File: config.mk
export PLATFORM = sky130hd
export DESIGN_NAME = pwm_channel_gen
export DESIGN_NICKNAME = d
export VERILOG_FILES = /design/src/rtl/pwm_pkg.sv /design/src/rtl/pwm_window_cmp.sv /design/src/rtl/pwm_channel_gen.sv
export SDC_FILE = /design/constraint.sdc
export NUM_CORES = 1
export LEC_CHECK = 0
export CAP_MARGIN = 0
export CORE_AREA = 2 2 114 61
export DETAILED_ROUTE_END_ITERATION = 10
export DIE_AREA = 0 0 116 63
export GPL_ROUTABILITY_DRIVEN = 0
export PLACE_DENSITY = 0.79
export SLEW_MARGIN = 25
export SYNTH_ARGS = -nofsm -noshare
export SYNTH_HDL_FRONTEND = slang
export SYNTH_SLANG_ARGS = --single-unit
File: constraint.sdc
create_clock -name clk_i -period 5.3 [get_ports clk_i]
set_input_delay 0.53 -clock clk_i [delete_from_list [all_inputs] [get_ports clk_i]]
set_output_delay 0.53 -clock clk_i [all_outputs]
set_load 0.03 [all_outputs]
File: src/rtl/pwm_pkg.sv
// pwm_pkg: shared counter width, limits and ON/OFF register layout for PWM channels
package pwm_pkg;
    localparam int PWM_CNT_W = 12;
    localparam logic [PWM_CNT_W-1:0] CNT_MAX = '1;
    localparam int FULL_BIT = PWM_CNT_W;
    typedef struct packed {
        logic                 full;
        logic [PWM_CNT_W-1:0] cnt;
    } pwm_reg_t;
endpackage

File: src/rtl/pwm_window_cmp.sv
// pwm_window_cmp: combinational PWM level from ON/OFF counts and the period counter
module pwm_window_cmp
    import pwm_pkg::*;
#(
    parameter int CNT_W = PWM_CNT_W
) (
    input  logic [CNT_W:0]   on,
    input  logic [CNT_W:0]   off,
    input  logic [CNT_W-1:0] cnt,
    output logic             level
);
    logic [CNT_W-1:0] on_c;
    logic [CNT_W-1:0] off_c;
    logic             after_on;
    logic             before_off;
    assign on_c       = on[CNT_W-1:0];
    assign off_c      = off[CNT_W-1:0];
    assign after_on   = cnt >= on_c;
    assign before_off = cnt < off_c;
    // full-off beats full-on; ON>OFF is a window that wraps through zero
    assign level = off[CNT_W]     ? 1'b0 :
                   on[CNT_W]      ? 1'b1 :
                   (on_c < off_c) ? (after_on && before_off) :
                   (on_c > off_c) ? (after_on || before_off) : 1'b0;
endmodule

File: src/rtl/pwm_channel_gen.sv
// pwm_channel_gen: double-buffered PWM output channel driven by a shared period counter
// Optional output inversion (invert_i port) is enabled by defining PWM_INVERT_EN.
module pwm_channel_gen
    import pwm_pkg::*;
#(
    parameter int CNT_W          = PWM_CNT_W,
    parameter bit RESET_FULL_OFF = 1'b1
) (
    input  logic             clk_i,
    input  logic             rst_ni,
    input  logic [CNT_W-1:0] counter_i,
    input  logic             wr_valid_i,
    input  logic [CNT_W:0]   wr_on_i,
    input  logic [CNT_W:0]   wr_off_i,
`ifdef PWM_INVERT_EN
    input  logic             invert_i,
`endif
    output logic             pwm_o,
    output logic             period_start_o,
    output logic             wr_pending_o
);
    localparam logic [CNT_W:0] RST_ON  = '0;
    localparam logic [CNT_W:0] RST_OFF = RESET_FULL_OFF ? {1'b1, {CNT_W{1'b0}}} : '0;
    logic [CNT_W-1:0] cnt_prev_r;
    logic [CNT_W:0]   on_r;
    logic [CNT_W:0]   off_r;
    logic [CNT_W:0]   on_sh_r;
    logic [CNT_W:0]   off_sh_r;
    logic [CNT_W:0]   on_nx;
    logic [CNT_W:0]   off_nx;
    logic             wrap;
    logic             level;
    logic             inv;
    assign wrap = (cnt_prev_r == {CNT_W{1'b1}}) && (counter_i == '0);
    // a write landing on the wrap clock bypasses the shadow straight into the active set
    assign on_nx  = !wrap ? on_r  : wr_valid_i ? wr_on_i  : wr_pending_o ? on_sh_r  : on_r;
    assign off_nx = !wrap ? off_r : wr_valid_i ? wr_off_i : wr_pending_o ? off_sh_r : off_r;
`ifdef PWM_INVERT_EN
    assign inv = invert_i;
`else
    assign inv = 1'b0;
`endif
    pwm_window_cmp #(.CNT_W(CNT_W)) u_cmp (
        .on   (on_nx),
        .off  (off_nx),
        .cnt  (counter_i),
        .level(level)
    );
    always_ff @(posedge clk_i or negedge rst_ni) begin
        if (!rst_ni) begin
            cnt_prev_r     <= '0;
            on_r           <= RST_ON;
            off_r          <= RST_OFF;
            on_sh_r        <= RST_ON;
            off_sh_r       <= RST_OFF;
            wr_pending_o   <= 1'b0;
            pwm_o          <= 1'b0;
            period_start_o <= 1'b0;
        end else begin
            cnt_prev_r     <= counter_i;
            on_r           <= on_nx;
            off_r          <= off_nx;
            on_sh_r        <= wr_valid_i ? wr_on_i  : on_sh_r;
            off_sh_r       <= wr_valid_i ? wr_off_i : off_sh_r;
            wr_pending_o   <= !wrap && (wr_valid_i || wr_pending_o);
            pwm_o          <= level ^ inv;
            period_start_o <= wrap;
        end
    end
endmodule

==> impl_metrics.json, run 1 <==
{
  "cp_slowest_cell": "clkdlybuf4s50_1",
  "cts_hold_buf": 0,
  "hold_class": "in2async",
  "wl_um": 7600,
  "finClkSkew_ps": 5.76,
  "track_usage_pct": 23.4,
  "drtIter0Drc": 165,
  "multi_input_area_um2": 1610,
  "grt_pass1_vias": 2367,
  "antenna_found_initial": 0,
  "period_minus_slack_ps": 4480,
  "avgSynthCellArea_um2": 12.1,
  "grt_first_pass_wirelength_um": 12400,
  "cts.sinks": 67,
  "comb_power_share_pct": 8.5,
  "drv_cap": 0,
  "slew-limit-headroom_pct": 44.7,
  "start_util_pct": 53.9,
  "num_rows": 21,
  "clockRootBuffer": "clkbuf_16",
  "setup_ws_ps": 821,
  "nets": 411,
  "setup_viol_count_final": 0,
  "cpLargestDelayFamily": "simple AND/OR/NAND/NOR gates",
  "core_um2": 6360,
  "fill_cells": 497,
  "dpl.hpwl_um": 5790,
  "worst_slew_pin_slew_ps": 829,
  "io_pins": 44,
  "fin_cells": 434,
  "critPathMaxStageDelay_ps": 510,
  "tns_ps": 0,
  "switchingPower_uw": 274,
  "clkTransAtPathRegs_ps": 50,
  "cp_num_buf_inv": 2,
  "final_common_cell": "dfrtp_1",
  "n_antenna_cell": 0,
  "drive_gt1_share_pct": 20.8,
  "p_leak_uw": 0.00204,
  "gr-total-overflow": 0,
  "ys_ff_latch": 67,
  "drv_slew": 0,
  "final_cell_mix": "dfrtp_1 (65), clkdlybuf4s50_1 (42), ha_1 (33), mux2_2 (26), inv_1 (26)",
  "cp-start-kind": "input port",
  "post_cts_buffers": 0,
  "worstSetupPathType": "in2reg",
  "die_area_um2": 7310,
  "post_drt_wl_per_cell_um": 17.5,
  "arrival_ps": 4690,
  "syn_nets": 357,
  "numCtsBuffers": 9,
  "cp_data_required_time_ps": 5510,
  "fin_util_pct": 67.8,
  "areaGrowthSynthToFinish_pct": 25.9,
  "h-tree-depth": 3,
  "die_x_um": 116,
  "viasPerCell": 5.46,
  "grt_setup_unrepaired": "no",
  "drt_pre_antenna_iters": 4,
  "dr_total_vias": 2370,
  "ant_nets": 0,
  "status": "complete, no violations",
  "swShare_pct": 21.2,
  "yosys_warnings": 0,
  "dp_cells": 418,
  "die_h_um": 63,
  "pwr_density_cell_nw_per_um2": 300,
  "clk_path_buf_depth": 2,
  "synth_cells": 283,
  "path_max_fanout": 7,
  "route.detailed.drc": 0,
  "clkPwrFrac_pct": 49.5,
  "timing.final.crit_share_pct": 84.5,
  "seqPwrFrac_pct": 42.0,
  "vdd_drop_max_mv": 0.230,
  "dp_slack_ps": 506,
  "crit_chain": "clkdlybuf4s50_1, nor4b_4, and4_4, nand2_1, nor2_2, buf_4, mux2i_1, ha_1, o21a_1, o21a_1, o21ai_0, nor3_1, nor4_4, mux2i_1, a211o_1",
  "grt_max_degree": 68,
  "post_cts_resized": 0,
  "p_int_uw": 1020,
  "io_buffers": 43,
  "clk_latency_ps": 330,
  "power_uw": 1290,
  "critPathCaptureType": "flip-flop",
  "hold_viol": 0,
  "yosysSeqAreaShare_pct": 49.0,
  "seq_area_um2": 1680,
  "syn-cell-area_um2": 3420,
  "cts_tree": "yes",
  "yosysUniqueCellTypes": 47,
  "fmaxAchievable_mhz": 223
}
-- power groups by stage --
| stage | registers [µW] | clock network (µW) | logic [µW] |
|---|---|---|---|
| after global routing | 546 | 678 | 122 |
| after detailed placement | 552 | 0 | 110 |
| after floorplan | 550 | 0 | 49.6 |
| final | 543 | 641 | 110 |
| after CTS | 544 | 650 | 111 |
| after global placement | 551 | 0 | 107 |
-- kinds of logic (layout without fill, tap and decap cells) --
group	after synthesis	in the layout	synth area share (%)
AOI/OAI and AO/OA	39	39	7.05
xor gates and xnor gates	1	1	0.256
adders and majority gates	34	34	12.3
buffers and inverters	33	92	3.95
DFF	67	67	49.0
muxes	46	46	14.4
and+or+nand+nor	63	63	13.0
-- path summary, 6_finish.rpt --
| check | startpoint | slack [ps] | cells after the start | end |
|---|---|---|---|---|
| setup / recovery | counter_i[0] | 820 | 15 | pwm_o$_DFF_PN0_ |
| hold / removal | rst_ni | 370 | 2 | off_sh_r[1]$_DFFE_PN0P_ |
| setup reg to reg | cnt_prev_r[2]$_DFF_PN0_ | 1320 | 14 | pwm_o$_DFF_PN0_ |
| hold reg to reg | on_r[12]$_DFF_PN0_ | 460 | 2 | on_r[12]$_DFF_PN0_ |
| max in group asynchronous | rst_ni | 4370 | 2 | on_r[11]$_DFF_PN0_ |
| min in group clk_i | on_r[12]$_DFF_PN0_ | 460 | 2 | on_r[12]$_DFF_PN0_ |
-- metrics by stage --
| stage | hold slack, ps | instance area (µm²) |
|---|---|---|
| after floorplan | 234 | 3420 |
| after global placement | 449 | 3980 |
| after detailed placement | 453 | 3980 |
| after CTS | 412 | 4310 |
| after global routing | 457 | 4310 |
| final | 368 | 4310 |
-- sequential cells by signal, indices dropped and copies added, names as in the netlist --
register	flops
on_sh_r	13
cnt_prev_r	12
pwm_o	1
off_r	13
off_sh_r	13
period_start_o	1
on_r	13
wr_pending_o	1
-- per-layer routing --
| layer | track usage, % | vias to the layer above | part of all wire (%) |
|---|---|---|---|
| met1 | 36.3 | 1139 | 51 |
| met3 | 7.86 | 9 | 9.6 |
| li1 | - | 1134 | - |
| met5 | 0 | - | 0 |
| met2 | 31.2 | 88 | 39 |
| met4 | 5.80 | 0 | 0.78 |
-- cells in the mapped netlist, drive strengths merged --
cell | instances | area share (%)
a211o | 2 | 0.51
a211oi | 1 | 0.22
a21o | 3 | 0.73
a21oi | 15 | 2.2
a311oi | 1 | 0.44
a31oi | 3 | 0.55
and2b | 1 | 0.26
and4 | 3 | 0.95
and4b | 1 | 0.33
buf | 3 | 0.51
clkbuf | 3 | 0.33
clkinv | 1 | 0.26
dfrtp | 65 | 47
dfstp | 2 | 1.5
ha | 33 | 12
inv | 26 | 2.8
maj3 | 1 | 0.29
mux2 | 26 | 8.5
mux2i | 20 | 5.8
nand2 | 15 | 1.6
nand2b | 2 | 0.37
nand3 | 4 | 0.73
nand4 | 7 | 1.3
nand4b | 1 | 0.26
nor2 | 9 | 0.99
nor2b | 4 | 0.73
nor3 | 3 | 0.44
nor3b | 2 | 0.58
nor4 | 6 | 2.6
nor4b | 2 | 1.1
o21a | 2 | 0.44
o21ai | 9 | 1.3
o22ai | 1 | 0.18
o31a | 1 | 0.26
o31ai | 1 | 0.22
or2 | 1 | 0.26
or2b | 1 | 0.26
or3 | 1 | 0.18
xnor2 | 1 | 0.26
-- layout make-up --
class                      instances  area share, %
sequential                        67           39.0
clock inverter                     6           2.03
clock buffer                      10           5.54
timing repair buffer              49           10.9
multi-input combinational        183           37.4
inverter                          27           2.47
tap                               92           2.67
No activity file was read; power rests on OpenSTA's default activity.
==> run 2: changes to the inputs <==
--- a/config.mk
+++ b/config.mk
@@ -6,11 +6,11 @@
 export NUM_CORES = 1
 export LEC_CHECK = 0
 export CAP_MARGIN = 0
-export CORE_AREA = 2 2 114 61
+export CORE_AREA = 2 2 115 61
 export DETAILED_ROUTE_END_ITERATION = 10
-export DIE_AREA = 0 0 116 63
+export DIE_AREA = 0 0 117 63
 export GPL_ROUTABILITY_DRIVEN = 0
-export PLACE_DENSITY = 0.79
+export PLACE_DENSITY = 0.78
 export SLEW_MARGIN = 25
 export SYNTH_ARGS = -nofsm -noshare
 export SYNTH_HDL_FRONTEND = slang
==> constraint.sdc (replaced) <==
create_clock -name clk_i -period 4.2 [get_ports clk_i]
set_input_delay 0.42 -clock clk_i [delete_from_list [all_inputs] [get_ports clk_i]]
set_output_delay 0.42 -clock clk_i [all_outputs]
set_load 0.03 [all_outputs]
==> run 2 against run 1 <==
Against the previous run: die area up 0.86%; flip-flop and latch count unchanged; core utilization up 2.2 points; register-to-register slack worse by 850 ps; combinational power up 35%; worst hold slack worse by 220 ps; first-iteration DRC count up 27%; sequential share of layout area down 1.7 points; routed wire length up 5.9%; clock power up 9.5%; critical path depth up 1; clock skew up 1.8 ps; largest power group unchanged.
==> impl_metrics.json, run 2 (synthesis results as in run 1) <==
{
  "cts.sinks": 67,
  "grt_pass1_vias": 2497,
  "dp_cells": 448,
  "cp_data_required_time_ps": 4410,
  "critPathCaptureType": "flip-flop",
  "setup_viol_count_final": 0,
  "drive_gt1_share_pct": 26.9,
  "dr_total_vias": 2423,
  "track_usage_pct": 24.2,
  "hold_viol": 0,
  "top_usage_layer": "met1",
  "worstSetupPathType": "in2reg",
  "gr-total-overflow": 0,
  "timing.final.crit_share_pct": 95.2,
  "drv_slew": 0,
  "fmaxAchievable_mhz": 250,
  "arrival_ps": 4210,
  "core_um2": 6440,
  "swShare_pct": 22.6,
  "r2r_start": "cnt_prev_r[2]$_DFF_PN0_",
  "seqPwrFrac_pct": 44.6,
  "crit_end": "pwm_o$_DFF_PN0_",
  "finClkSkew_ps": 7.60,
  "clk_latency_ps": 330,
  "worst_slew_pin_slew_ps": 734,
  "areaGrowthSynthToFinish_pct": 31.5,
  "grt_first_pass_wirelength_um": 12800,
  "final_cell_mix": "dfrtp_1 (65), clkdlybuf4s50_1 (42), buf_4 (35), ha_1 (33)",
  "grt_max_degree": 35,
  "num_rows": 21,
  "period_minus_slack_ps": 4000,
  "vdd_drop_max_mv": 0.237,
  "p_int_uw": 1190,
  "post_cts_buffers": 0,
  "path_max_fanout": 13,
  "post_cts_resized": 0,
  "nets": 441,
  "comb_power_share_pct": 9.7,
  "cts_hold_buf": 0,
  "power_uw": 1540,
  "status": "complete, no violations",
  "clk_path_buf_depth": 2,
  "met1_usage_pct": 37.1,
  "startpoint": "counter_i[4]",
  "h-tree-depth": 3,
  "reg2reg_depth": 15,
  "drv_cap": 0,
  "p_leak_uw": 0.00216,
  "worst_r2r_endpoint": "pwm_o$_DFF_PN0_",
  "cts_tree": "yes",
  "drt_pre_antenna_iters": 4,
  "wl_um": 8050,
  "n_antenna_cell": 0,
  "fill_cells": 491,
  "die_area_um2": 7370,
  "r2r_slack_ps": 470,
  "grt_setup_unrepaired": "no",
  "post_drt_wl_per_cell_um": 17.4,
  "clkPwrFrac_pct": 45.7,
  "clkTransAtPathRegs_ps": 60,
  "route.detailed.drc": 0,
  "die_x_um": 117,
  "ant_nets": 0,
  "final_common_cell": "dfrtp_1",
  "dpl.hpwl_um": 6320,
  "numCtsBuffers": 9,
  "die_h_um": 63,
  "hold_class": "in2async",
  "switchingPower_uw": 348,
  "gr-usage-met2_pct": 33.3,
  "antenna_found_initial": 0,
  "clockRootBuffer": "clkbuf_16",
  "start_util_pct": 53.2,
  "pwr_density_cell_nw_per_um2": 341,
  "grtUsageMet3_pct": 6.60,
  "io_pins": 44,
  "fin_cells": 464,
  "io_buffers": 43,
  "slew-limit-headroom_pct": 51.1,
  "viasPerCell": 5.22,
  "drtIter0Drc": 210,
  "cp-start-kind": "input port"
}
-- run 2: per-layer routing --
metal  vias up  share of wire (%)
met3        10                6.3
li1       1184                  -
met1      1151                 52
met4         0                1.5
met5         -                  0
met2        78                 40
-- run 2: power by group through the flow --
stage | sequential, µW | clock, µW | combinational (µW)
after floorplan | 694 | 0 | 62.6
after global placement | 695 | 0 | 144
after detailed placement | 697 | 0 | 149
after CTS | 686 | 710 | 151
after global routing | 688 | 750 | 165
final | 686 | 702 | 149
-- run 2: area by class of cell --
cell class	count	area [µm²]	share of cell area, %
clock inverters	4	26.3	0.583
flip-flops and latches	67	1680	37.3
well taps	92	115	2.56
repair buffers	79	708	15.7
inverters	27	106	2.36
clock buffers	12	256	5.69
multi-input cells	183	1610	35.8
-- run 2: worst min-delay path by stage --
stage | slack, ps | start | to | cells past startpoint
floorplan | 120 | rst_ni | cnt_prev_r[0]$_DFF_PN0_ | 0
global placement | 450 | on_r[12]$_DFF_PN0_ | on_r[12]$_DFF_PN0_ | 2
detailed placement | 460 | on_r[12]$_DFF_PN0_ | on_r[12]$_DFF_PN0_ | 2
CTS | 160 | rst_ni | off_sh_r[0]$_DFFE_PN0P_ | 1
finish | 150 | rst_ni | on_sh_r[12]$_DFFE_PN0P_ | 1
global route | 210 | rst_ni | off_sh_r[0]$_DFFE_PN0P_ | 1
-- run 2: stage by stage --
step	worst slack, ps	setup TNS (ps)	area, µm²	hold WS [ps]	utilization (%)
after floorplan	488	0	3420	124	-
after global placement	101	0	4220	451	65.6
after detailed placement	-151	-151	4220	461	65.6
after CTS	174	0	4500	163	70.0
after global routing	4.95	0	4500	210	70.0
final	200	0	4500	149	70.0
-- run 2: critical path, stage by stage --
cell	delay [ps]
clkdlybuf4s50_1	470
nor4_4	310
and4_4	260
nand2_1	90
nor2_2	260
buf_12	190
mux2i_1	290
ha_1	290
nor2b_1	130
o21a_1	160
o21a_1	160
o21ai_0	300
nor3_1	130
nor4_4	330
mux2i_1	120
a211o_1	300
==> run 3: changes to the inputs <==
--- a/config.mk
+++ b/config.mk
@@ -6,11 +6,12 @@
 export NUM_CORES = 1
 export LEC_CHECK = 0
 export CAP_MARGIN = 0
-export CORE_AREA = 2 2 115 61
+export CORE_AREA = 2 2 114 61
 export DETAILED_ROUTE_END_ITERATION = 10
-export DIE_AREA = 0 0 117 63
+export DIE_AREA = 0 0 116 63
+export DONT_BUFFER_PORTS = 1
 export GPL_ROUTABILITY_DRIVEN = 0
-export PLACE_DENSITY = 0.78
+export PLACE_DENSITY = 0.7
 export SLEW_MARGIN = 25
 export SYNTH_ARGS = -nofsm -noshare
 export SYNTH_HDL_FRONTEND = slang
==> run 3 against run 2 <==
Against the previous run: routed wire length decreased by 9.8%; via count decreased by 11%; worst setup slack improved by 58 ps; sequential share of layout area rose by 5.4 points; clock power is 4.0% higher; power down 2.3%; sequential power hardly changed; final cell count down 14%; core utilization shrank 8.0 points; count of clock-buffer cells in the layout unchanged; clock skew down 4.4 ps; global-route usage decreased by 1.7 points; critical path type is now reg2reg; largest power group unchanged; highest routed layer unchanged.
==> impl_metrics.json, run 3 (synthesis results as in run 1) <==
{
  "drt_pre_antenna_iters": 5,
  "hold_viol": 0,
  "drv_cap": 0,
  "core_um2": 6360,
  "track_usage_pct": 22.5,
  "multi_input_area_um2": 1610,
  "antenna_found_initial": 0,
  "pwr_density_cell_nw_per_um2": 381,
  "io_buffers": 0,
  "worst_slew_pin_slew_ps": 639,
  "clkTransAtPathRegs_ps": 50,
  "clk_latency_ps": 330,
  "tns_ps": 0,
  "clockRootBuffer": "clkbuf_16",
  "seq_area_um2": 1680,
  "arrival_ps": 4160,
  "drtIter0Drc": 78,
  "gr-usage-met2_pct": 27.9,
  "vdd_drop_max_mv": 0.296,
  "clk_path_buf_depth": 2,
  "nets": 376,
  "path_max_fanout": 7,
  "route.detailed.drc": 0,
  "cp-start-kind": "flip-flop",
  "critPathCaptureType": "flip-flop",
  "cp_data_required_time_ps": 4410,
  "dpl.hpwl_um": 5650,
  "final_common_cell": "dfrtp_1",
  "status": "complete, no violations",
  "start_util_pct": 53.9,
  "ant_nets": 0,
  "grtUsageMet3_pct": 8.63,
  "finClkSkew_ps": 3.20,
  "fill_cells": 519,
  "fin_util_pct": 61.9,
  "grt_setup_unrepaired": "no",
  "die_area_um2": 7310,
  "setup_viol_count_final": 0,
  "viasPerCell": 5.41,
  "fmaxAchievable_mhz": 254,
  "timing.final.crit_share_pct": 93.9,
  "post_drt_wl_per_cell_um": 18.2,
  "n_antenna_cell": 0,
  "worstSetupPathType": "reg2reg",
  "dr_total_vias": 2159,
  "numCtsBuffers": 9,
  "post_cts_resized": 0,
  "hold_class": "in2reg",
  "drive_gt1_share_pct": 24.4,
  "num_rows": 21,
  "period_minus_slack_ps": 3940,
  "slew-limit-headroom_pct": 57.0,
  "cts_tree": "yes",
  "top_usage_layer": "met1",
  "cts.sinks": 67,
  "h-tree-depth": 3,
  "io_pins": 44,
  "die_h_um": 63,
  "areaGrowthSynthToFinish_pct": 15.0,
  "met1_usage_pct": 35.8,
  "wl_um": 7270,
  "final_cell_mix": "dfrtp_1 (65), ha_1 (33), mux2_2 (26), inv_1 (26), mux2i_1 (20)",
  "drv_slew": 0,
  "grt_first_pass_wirelength_um": 11800,
  "grt_max_degree": 68,
  "grt_pass1_vias": 2270,
  "gr-total-overflow": 0,
  "die_x_um": 116,
  "p_leak_uw": 0.00189,
  "r2r_slack_ps": 260
}
## run 3: area by class of cell
cell class,count,area share [%]
clock buffers,12,6.26
well taps,92,2.92
inverters,27,2.70
clock inverters,4,1.30
flip-flops and latches,67,42.6
multi-input cells,183,40.9
repair buffers,14,3.24
## run 3: power breakdown
part | internal [µW] | switching, µW
clock network | 475 | 255
registers | 678 | 7.36
logic | 43.4 | 43.2
total | 1200 | 305
## run 3: layer usage
metal  vias to the layer above  wire, µm
met1                      1028      4060
met5                         -         0
met3                         8       486
met2                        64      2650
li1                       1059         -
met4                         0        79
## run 3: worst max-delay path, stage by stage, from the launching register on
cell and delay [ps]:
dfrtp_1 340, nor4b_4 240, and4_4 310, nand2_1 130
nor2_2 400, mux2i_1 360, inv_1 120, ha_1 310
nor2b_1 130, o21a_1 160, o21a_1 160, o21ai_0 280
nor3_1 130, nor4_4 330, mux2i_1 110, a211o_1 300
## run 3: repair_timing
item                      in CTS  in global routing
hold buffers                   2                  0
hold endpoints to repair      67                  0
buffers inserted               0                  0
## run 3: final timing paths
check | to | cells past startpoint | startpoint
max | pwm_o$_DFF_PN0_ | 15 | cnt_prev_r[9]$_DFF_PN0_
min | cnt_prev_r[0]$_DFF_PN0_ | 0 | counter_i[0]
max reg2reg | pwm_o$_DFF_PN0_ | 15 | cnt_prev_r[9]$_DFF_PN0_
min reg2reg | on_r[12]$_DFF_PN0_ | 2 | on_r[12]$_DFF_PN0_
max in group asynchronous | off_r[12]$_DFF_PN1_ | 2 | rst_ni
min in group asynchronous | off_sh_r[4]$_DFFE_PN0P_ | 2 | rst_ni
## run 3: metrics by stage
| stage | area, µm² | total power [µW] | hold WS (ps) | worst slack, ps | std cells |
|---|---|---|---|---|---|
| after floorplan | 3420 | 756 | 124 | 488 | 283 |
| after global routing | 3940 | 1570 | 107 | 40.2 | 399 |
| after CTS | 3940 | 1520 | 108 | 261 | 399 |
| after global placement | 3600 | 765 | 126 | 321 | 381 |
| after detailed placement | 3600 | 767 | 126 | 117 | 381 |
| final | 3940 | 1500 | 119 | 257 | 399 |
